==> src/rtl/unidad_muldiv.sv <==
// Iterative RV32M multiply/divide unit: one shift-add or restoring-divide step
// per cycle, results delivered as a registered write-back triple for the bank.
module unidad_muldiv #(
  parameter int ANCHO = 32,
  parameter int N     = 5
) (
  input  logic             clk,
  input  logic             rst,
  input  logic             start,
  input  logic [2:0]       funct3,
  input  logic [ANCHO-1:0] rs1,
  input  logic [ANCHO-1:0] rs2,
  input  logic [N-1:0]     rd_in,
  output logic             busy,
  output logic             done,
  output logic [ANCHO-1:0] result,
  output logic [N-1:0]     rd_out,
  output logic             we
);

  localparam int W = ANCHO;

  typedef enum logic [1:0] {IDLE, CALC, FIN} state_t;

  state_t         state_q, state_d;
  logic [5:0]     cnt_q, cnt_d;
  logic [2*W-1:0] prod_q, prod_d;
  logic [W-1:0]   b_q, b_d;
  logic [2:0]     op_q, op_d;
  logic           sa_q, sa_d, sb_q, sb_d;
  logic           spec_q, spec_d;
  logic [N-1:0]   rd_q, rd_d;

  logic           busy_q, busy_d, done_q, done_d, we_q, we_d;
  logic [W-1:0]   result_q, result_d;
  logic [N-1:0]   rd_out_q, rd_out_d;

  // Capture-time decode of the incoming request.
  logic         a_signed, b_signed, sa_in, sb_in;
  logic [W-1:0] mag_a, mag_b, spec_val;
  logic         div_zero, div_ovf;

  assign a_signed = (funct3 == 3'b001) || (funct3 == 3'b010) ||
                    (funct3 == 3'b100) || (funct3 == 3'b110);
  assign b_signed = (funct3 == 3'b001) || (funct3 == 3'b100) || (funct3 == 3'b110);
  assign sa_in    = a_signed & rs1[W-1];
  assign sb_in    = b_signed & rs2[W-1];
  assign mag_a    = sa_in ? -rs1 : rs1;
  assign mag_b    = sb_in ? -rs2 : rs2;
  assign div_zero = funct3[2] && (rs2 == '0);
  assign div_ovf  = ((funct3 == 3'b100) || (funct3 == 3'b110)) &&
                    (rs1 == {1'b1, {(W-1){1'b0}}}) && (rs2 == '1);

  always_comb begin
    spec_val = '0;
    if (div_zero)     spec_val = funct3[1] ? rs1 : '1;
    else if (div_ovf) spec_val = funct3[1] ? '0 : rs1;
  end

  // One iteration step; the product register doubles as {remainder, quotient}.
  logic [W:0]   mul_sum;
  logic [W:0]   div_shift;
  logic [W+1:0] div_trial;

  assign mul_sum   = {1'b0, prod_q[2*W-1:W]} + (prod_q[0] ? {1'b0, b_q} : '0);
  assign div_shift = prod_q[2*W-1:W-1];
  assign div_trial = {1'b0, div_shift} - {2'b00, b_q};

  always_comb begin
    state_d = state_q;
    cnt_d   = cnt_q;
    prod_d  = prod_q;
    b_d     = b_q;
    op_d    = op_q;
    sa_d    = sa_q;
    sb_d    = sb_q;
    spec_d  = spec_q;
    rd_d    = rd_q;
    unique case (state_q)
      IDLE: begin
        if (start) begin
          b_d    = mag_b;
          op_d   = funct3;
          sa_d   = sa_in;
          sb_d   = sb_in;
          rd_d   = rd_in;
          cnt_d  = '0;
          if (div_zero || div_ovf) begin
            spec_d  = 1'b1;
            prod_d  = {{W{1'b0}}, spec_val};
            state_d = FIN;
          end else begin
            spec_d  = 1'b0;
            prod_d  = {{W{1'b0}}, mag_a};
            state_d = CALC;
          end
        end
      end
      CALC: begin
        if (op_q[2]) begin
          if (!div_trial[W+1]) prod_d = {div_trial[W-1:0], prod_q[W-2:0], 1'b1};
          else                 prod_d = {div_shift[W-1:0], prod_q[W-2:0], 1'b0};
        end else begin
          prod_d = {mul_sum, prod_q[W-1:1]};
        end
        cnt_d = cnt_q + 6'd1;
        if (cnt_q == 6'(W - 1)) state_d = FIN;
      end
      FIN:     state_d = IDLE;
      default: state_d = IDLE;
    endcase
  end

  // Sign correction applied to the final datapath value on entry to FIN.
  logic [2*W-1:0] prod_fix;
  logic [W-1:0]   fin_val;

  assign prod_fix = (sa_d ^ sb_d) ? -prod_d : prod_d;

  always_comb begin
    fin_val = '0;
    if (spec_d)            fin_val = prod_d[W-1:0];
    else if (!op_d[2])     fin_val = (op_d[1:0] == 2'b00) ? prod_fix[W-1:0] : prod_fix[2*W-1:W];
    else if (!op_d[1])     fin_val = (sa_d ^ sb_d) ? -prod_d[W-1:0] : prod_d[W-1:0];
    else                   fin_val = sa_d ? -prod_d[2*W-1:W] : prod_d[2*W-1:W];
  end

  always_comb begin
    busy_d   = (state_d != IDLE);
    done_d   = (state_d == FIN);
    result_d = done_d ? fin_val : result_q;
    rd_out_d = done_d ? rd_d : rd_out_q;
    we_d     = done_d && (rd_out_d != '0);
  end

  always_ff @(posedge clk) begin
    if (!rst) begin
      state_q  <= IDLE;
      cnt_q    <= '0;
      busy_q   <= 1'b0;
      done_q   <= 1'b0;
      we_q     <= 1'b0;
      result_q <= '0;
      rd_out_q <= '0;
    end else begin
      state_q  <= state_d;
      cnt_q    <= cnt_d;
      busy_q   <= busy_d;
      done_q   <= done_d;
      we_q     <= we_d;
      result_q <= result_d;
      rd_out_q <= rd_out_d;
    end
  end

  // NOTE: operand/datapath registers carry no reset; they are always loaded
  // at capture before use, and leaving them out keeps the reset fan-out small.
  always_ff @(posedge clk) begin
    prod_q <= prod_d;
    b_q    <= b_d;
    op_q   <= op_d;
    sa_q   <= sa_d;
    sb_q   <= sb_d;
    spec_q <= spec_d;
    rd_q   <= rd_d;
  end

  assign busy   = busy_q;
  assign done   = done_q;
  assign we     = we_q;
  assign result = result_q;
  assign rd_out = rd_out_q;

endmodule
==> config.mk <==
export PLATFORM = sky130hd
export DESIGN_NAME = unidad_muldiv
export DESIGN_NICKNAME = d
export VERILOG_FILES = /design/src/rtl/unidad_muldiv.sv
export SDC_FILE = /design/constraint.sdc
export NUM_CORES = 1
export LEC_CHECK = 0
export CORE_ASPECT_RATIO = 1.1
export CORE_MARGIN = 4
export CORE_UTILIZATION = 50
export CTS_BUF_LIST = sky130_fd_sc_hd__clkbuf_16
export CTS_CLUSTER_SIZE = 10
export DETAILED_ROUTE_END_ITERATION = 16
export PLACE_DENSITY = 0.72
export SYNTH_ARGS = -nofsm -noshare
export SYNTH_HDL_FRONTEND = slang
export SYNTH_SLANG_ARGS = --single-unit
==> constraint.sdc <==
create_clock -name clk -period 5.6 [get_ports clk]
set_input_delay 1.68 -clock clk [delete_from_list [all_inputs] [get_ports clk]]
set_output_delay 1.68 -clock clk [all_outputs]
set_load 0.1 [all_outputs]
---- Yosys cells after proc, flatten, opt, wreduce, memory -nomap -nowiden ----
Index checks and enable logic that the tools add are counted.
word-level totals
  register bits after elaboration ......... 155
  latch bits .............................. 0
  RAM bits ................................ 0
  memory bits (read-only) ................. 0
  input port bits ......................... 75
  output and inout port bits .............. 40
  word-level logic and storage cells ...... 91
  memories ................................ 0
cells by class
  $add $sub $neg .......................... 8
  $mul .................................... 0
  div/mod/pow operators ................... 0
  magnitude comparators ................... 0
  equality and inequality tests ........... 10
  shift-type cells ........................ 0
  mux-type cells .......................... 37
  bitwise operators ....................... 3
  reductions and logical operators ........ 19
operators by type and width
  operator                                              number
  2-to-1 mux 32 bit                                     14
  2-to-1 mux 64 bit                                     4
  negation 32 bit                                       4
  case mux 64 bit (2 select lines)                      1
  equality test 32 bit (second input constant)          2
  negation 64 bit                                       1
  subtractor 33 x 32 -> 34 bit                          1
  adder 32 x 32 -> 33 bit                               1
  logical NOT 32 bit                                    1
  2-to-1 mux 5 bit                                      3
  case mux 6 bit (2 select lines)                       1
  logical OR 1 bit                                      7
  2-to-1 mux 1 bit                                      7
  adder 6 x 1 -> 6 bit (second input constant)          1
  equality test 3 bit (second input constant)           2
  equality test 6 x 5 -> 1 bit (second input constant)  1
  2-to-1 mux 2 bit                                      3
  2-to-1 mux 3 bit                                      2
  2-to-1 mux 6 bit                                      1
  nonzero test 5 bit                                    1
  logical AND 1 bit                                     4
  logical NOT 2 bit                                     2
  case mux 2 bit (2 select lines)                       1
  AND reduction 2 bit                                   2
  other kinds (8)                                       10

---- Longest topological paths before layout ----
  depth in word-level cells ............... 14
  depth in mapped cells ................... 23
  mapped depth without buffers ............ 19

---- Worst setup path after synthesis ----
No wires, ideal clock.
  kind .................................... input to register
  from .................................... input port rs1[10]
  to ...................................... register result_q[17] (netlist: result[17])
  setup time .............................. 0.122 ns
  arrival ................................. 5.423 ns
  required time ........................... 5.478 ns
  setup slack ............................. 0.055 ns
  cell stages on the path ................. 16
  path buffers ............................ 3
  path through ............................ buf_2 > or4_4 > or3_1 > buf_4 > nor4_1 > mux2_2 > o21ai_0 > o221ai_2 > nor4_4 > and4b_1 > nand3_2 > buf_2 > nor4_1 > mux2_1 > a211oi_1 > o21ai_1
on the way
  cells in the longest elaborated chain, start to end .. 13
  elaborated cells between the ends (all ways) .. 28
  those cells by class .................... add/sub: 3; eq/ne: 2; mux: 20; reduce/logical: 3
ends and longest elaborated chain
  what                                                      RTL line  text
  start, declared                                           11        input logic [ANCHO-1:0] rs1,
  branches (longest 13 deep; another with negation 64 bit)  n/a
  end signal, assigned                                      151       result_q <= result_d;
  end, declared                                             35        logic [W-1:0] result_q, result_d;
Several ways; the timed one is not identified.
A chain may end at the register's enable or synchronous reset.

---- Worst setup path in the final report ----
  from .................................... input port rs1[10]
  to ...................................... register result_q[22] (netlist: result[22])
on the way
  cells in the longest elaborated chain, start to end .. 13
  elaborated cells between the ends (all ways) .. 28
  those cells by class .................... add/sub: 3; eq/ne: 2; mux: 20; reduce/logical: 3
ends and longest elaborated chain
  what                                                           RTL line  text
  branches (longest 5 deep; another with negation 32 bit)        n/a
  2-to-1 mux 32 bit *                                            88        if (div_zero || div_ovf) begin
  2-to-1 mux 64 bit *                                            81        if (start) begin
  case mux 64 bit (2 select lines) *                             79        unique case (state_q)
  named net prod_d[21]                                           27        logic [2*W-1:0] prod_q, prod_d;
  negation 64 bit / negation 32 bit (equally long branches)      118, 124
  2-to-1 mux 64 bit / 2-to-1 mux 32 bit (equally long branches)  118, 124
  2-to-1 mux 32 bit (on tied branches)                           123, 124
  2-to-1 mux 32 bit *                                            123       else if (!op_d[2]) fin_val = (op_d[1:0] == 2'b00) ? prod_fix[W-1:0] : prod_fix[2*W-1:W];
  2-to-1 mux 32 bit *                                            122       if (spec_d) fin_val = prod_d[W-1:0];
Mark *: on every way through the listed nets, which the timed path passes.

==> flow_metrics.tcl <==
set metrics [dict create \
    gp_congestion 1.06 \
    filler_cell_count 2680 \
    initial_core_util_pct 50.6 \
    post_synth_num_cell_types 112 \
    ys_warn_count 0 \
    synth-seq-cells 155 \
    worst_pin_slew_ns 1.03 \
    yosysMostFrequentCell "nand2_1" \
    slew_viol_final 0 \
    hold_class "reg2reg" \
    cts_sinks 155 \
    fp.coreArea_sq_um 32200 \
    syn_inst 2159 \
    synth_area_sq_um 16300 \
    timing.hold.ws_ns 0.453 \
    grt_pass1_wl_mm 113 \
    die_h_microns 197 \
    synthTopCellsByCount "nand2_1, a21oi_1, nor2_1, o21ai_0, dfxtp_1" \
    synth_edf_count 32 \
    numCtsBuffers 17 \
    htree_levels 4 \
    nets 2756 \
    antenna_found_initial 0 \
    layout-drive-gt1-share_pct 25.8 \
    n_antenna_cell 0 \
    drc_errors 0 \
    rows 69 \
    die-area_sq_um 35600 \
    cts_root_buf "clkbuf_16" \
    wirelength_mm 75.2 \
    leakage_nw 9.33 \
    io_buffers 114 \
    cp-end-kind "flip-flop" \
    yosysSeqAreaShare_pct 21.0 \
    syn_nets 2306 \
    yosysTopAreaCell "dfxtp_1" \
    hpwl_mm 58.7 \
    drtPass1Iterations 6 \
    clkLatencyLatePin_ns 0.47 \
    max_slew_margin_pct 31.1 \
    clock_path_buffers 2 \
    required_ns 5.92 \
    drv_cap 0 \
    finalHoldViolCount 0 \
    antenna_left 0 \
    vias_per_cell 6.66 \
    pin_count 115 \
    power-per-cell-area_nw_per_um2 311 \
    cp_max_fo 8 \
    die_x_microns 180 \
    skew_ns 0.0261 \
    synth-main-ff-cell "dfxtp_1" \
    clk_pin_slew_ns 0.07 \
    vias 20285 \
    grt_pass1_vias 19419 \
    yosysTopAreaCellShare_pct 15.1 \
    status "completed" \
    layout_min_cycle_time_ns 5.57 \
    syn_to_final_growth_pct 36.5 \
    finalSetupViolCount 0 \
    grt_max_degree 34 \
    dpl.cell_count 2978 \
    cp.arrival_ns 5.89 \
    fin_crit_sh_pct 99.5 \
    syn_area_per_cell_sq_um 7.55 \
    wl_per_cell_microns 24.7 \
    fin_setup_tns_ns 0 \
    max_freq_mhz 180 \
    grt-ovfl-total 0 \
    ys_async_sr_fraction_pct 0 \
    critical_path_class "in2reg" \
    grt_usage_pct 40.2 \
    fin_cells 3048 \
    critPathLaunchType "input port" \
    cts_tree "yes" \
    synthTopCellsByArea "dfxtp_1, edfxtp_1, ha_1" \
    drtIter0Drc 3023 \
    ir_worst_vdd_mv 0.349 \
]
[layout by cell type (no fill, tap or decap), types with 9 or more instances in the layout]
cell	count
o21a_1	19
a21oi_1	167
dfxtp_1	122
o221ai_1	16
nand2b_1	12
nor2_1	163
mux2i_1	53
xnor2_1	91
a221oi_1	18
o211ai_1	35
or3_1	21
nor4_1	18
nand2_1	195
a21o_1	31
o31ai_1	28
or4_4	11
nand3_1	52
o21ai_1	16
inv_1	88
clkdlybuf4s50_1	96
nor4_4	11
a221oi_2	9
and3_1	17
buf_4	425
and2_1	45
buf_6	13
a211oi_1	26
ha_1	69
a31oi_1	43
dlymetal6s2s_1	18
clkbuf_16	17
edfxtp_1	32
nor2b_1	11
xor2_1	43
nand4_1	42
nor3_1	56
or2_2	13
o21ai_0	146
[path summary, 6_finish.rpt]
check	startpoint	to	slack, ns	depth (start not counted)
min	rd_q[0]	rd_q[0]	0.45	2
max reg2reg	b_q[30]	result[17]	0.22	15
min reg2reg	rd_q[0]	rd_q[0]	0.45	2
max	rs1[10]	result[22]	0.03	17
[per-layer routing]
layer	track usage, %	routed length (microns)	up-vias
li1	-	-	9089
met1	49.1	27800	9634
met2	66.6	34700	1265
met3	6.74	7250	297
met4	25.0	5460	0
met5	0	0	-
[final cells by class]
class / count / area [sq um] / area share, %
multi-input cells: 1783 / 12700 / 57.1
repair buffers: 558 / 4640 / 20.9
clock buffers: 17 / 425 / 1.91
clock inverters: 15 / 173 / 0.776
flip-flops and latches: 155 / 3430 / 15.4
inverters: 94 / 353 / 1.59
well taps: 426 / 533 / 2.40
[timing repair]
item,in CTS,in global routing
hold buffers,0,0
resized for setup,42,125
endpoints found under the setup margin,30,32
setup buffers,13,26
pin swaps,18,64
[critical path: stages]
cell and delay [ns]:
clkdlybuf4s50_1 0.42, or4_4 0.49, or3_4 0.36, buf_6 0.16, o41ai_4 0.33, xnor2_2 0.19
nor3_4 0.10, o41ai_4 0.49, buf_4 0.19, nor3_2 0.04, buf_4 0.13, a41oi_2 0.24
xor2_1 0.11, a21oi_2 0.22, or3b_2 0.48, o21ai_1 0.16, a21oi_1 0.08
[per-stage QoR]
step                instance area [sq um]  worst slack, ns  power, mW  utilization [%]
floorplan                           16300           0.0554       3.81                -
global placement                    20600           -0.712       5.34             63.9
detailed placement                  20600           -0.795       5.40             63.9
CTS                                 21500          -0.0826       6.66             66.6
global route                        22200          -0.0475       7.25             69.1
finish                              22200           0.0296       6.92             69.1
[where the power goes]
part           internal, mW  total, mW  switching [mW]
clock network         0.600       1.19           0.593
logic                  1.70       4.21            2.51
registers              1.29       1.51           0.216
[kinds of logic after synthesis]
logic type / count (synthesis) / share of synthesized area (%)
buffers and inverters: 221 / 5.68
AO/OA/AOI/OAI: 748 / 31.7
XOR/XNOR: 139 / 7.47
flip-flops: 155 / 21.0
AND/OR/NAND/NOR: 763 / 24.8
adder cells (fa/ha/maj): 72 / 5.62
multiplexers: 61 / 3.80
[sequential cells by signal (all words and copies together) (netlist names)]
register  cells
done          1
prod_q       64
rd_q          5
spec_q        1
state_q       2
cnt_q         6
op_q          3
sb_q          1
result       32
we            1
rd_out        5
sa_q          1
b_q          32
busy          1
(Power assumes the default switching activity.)
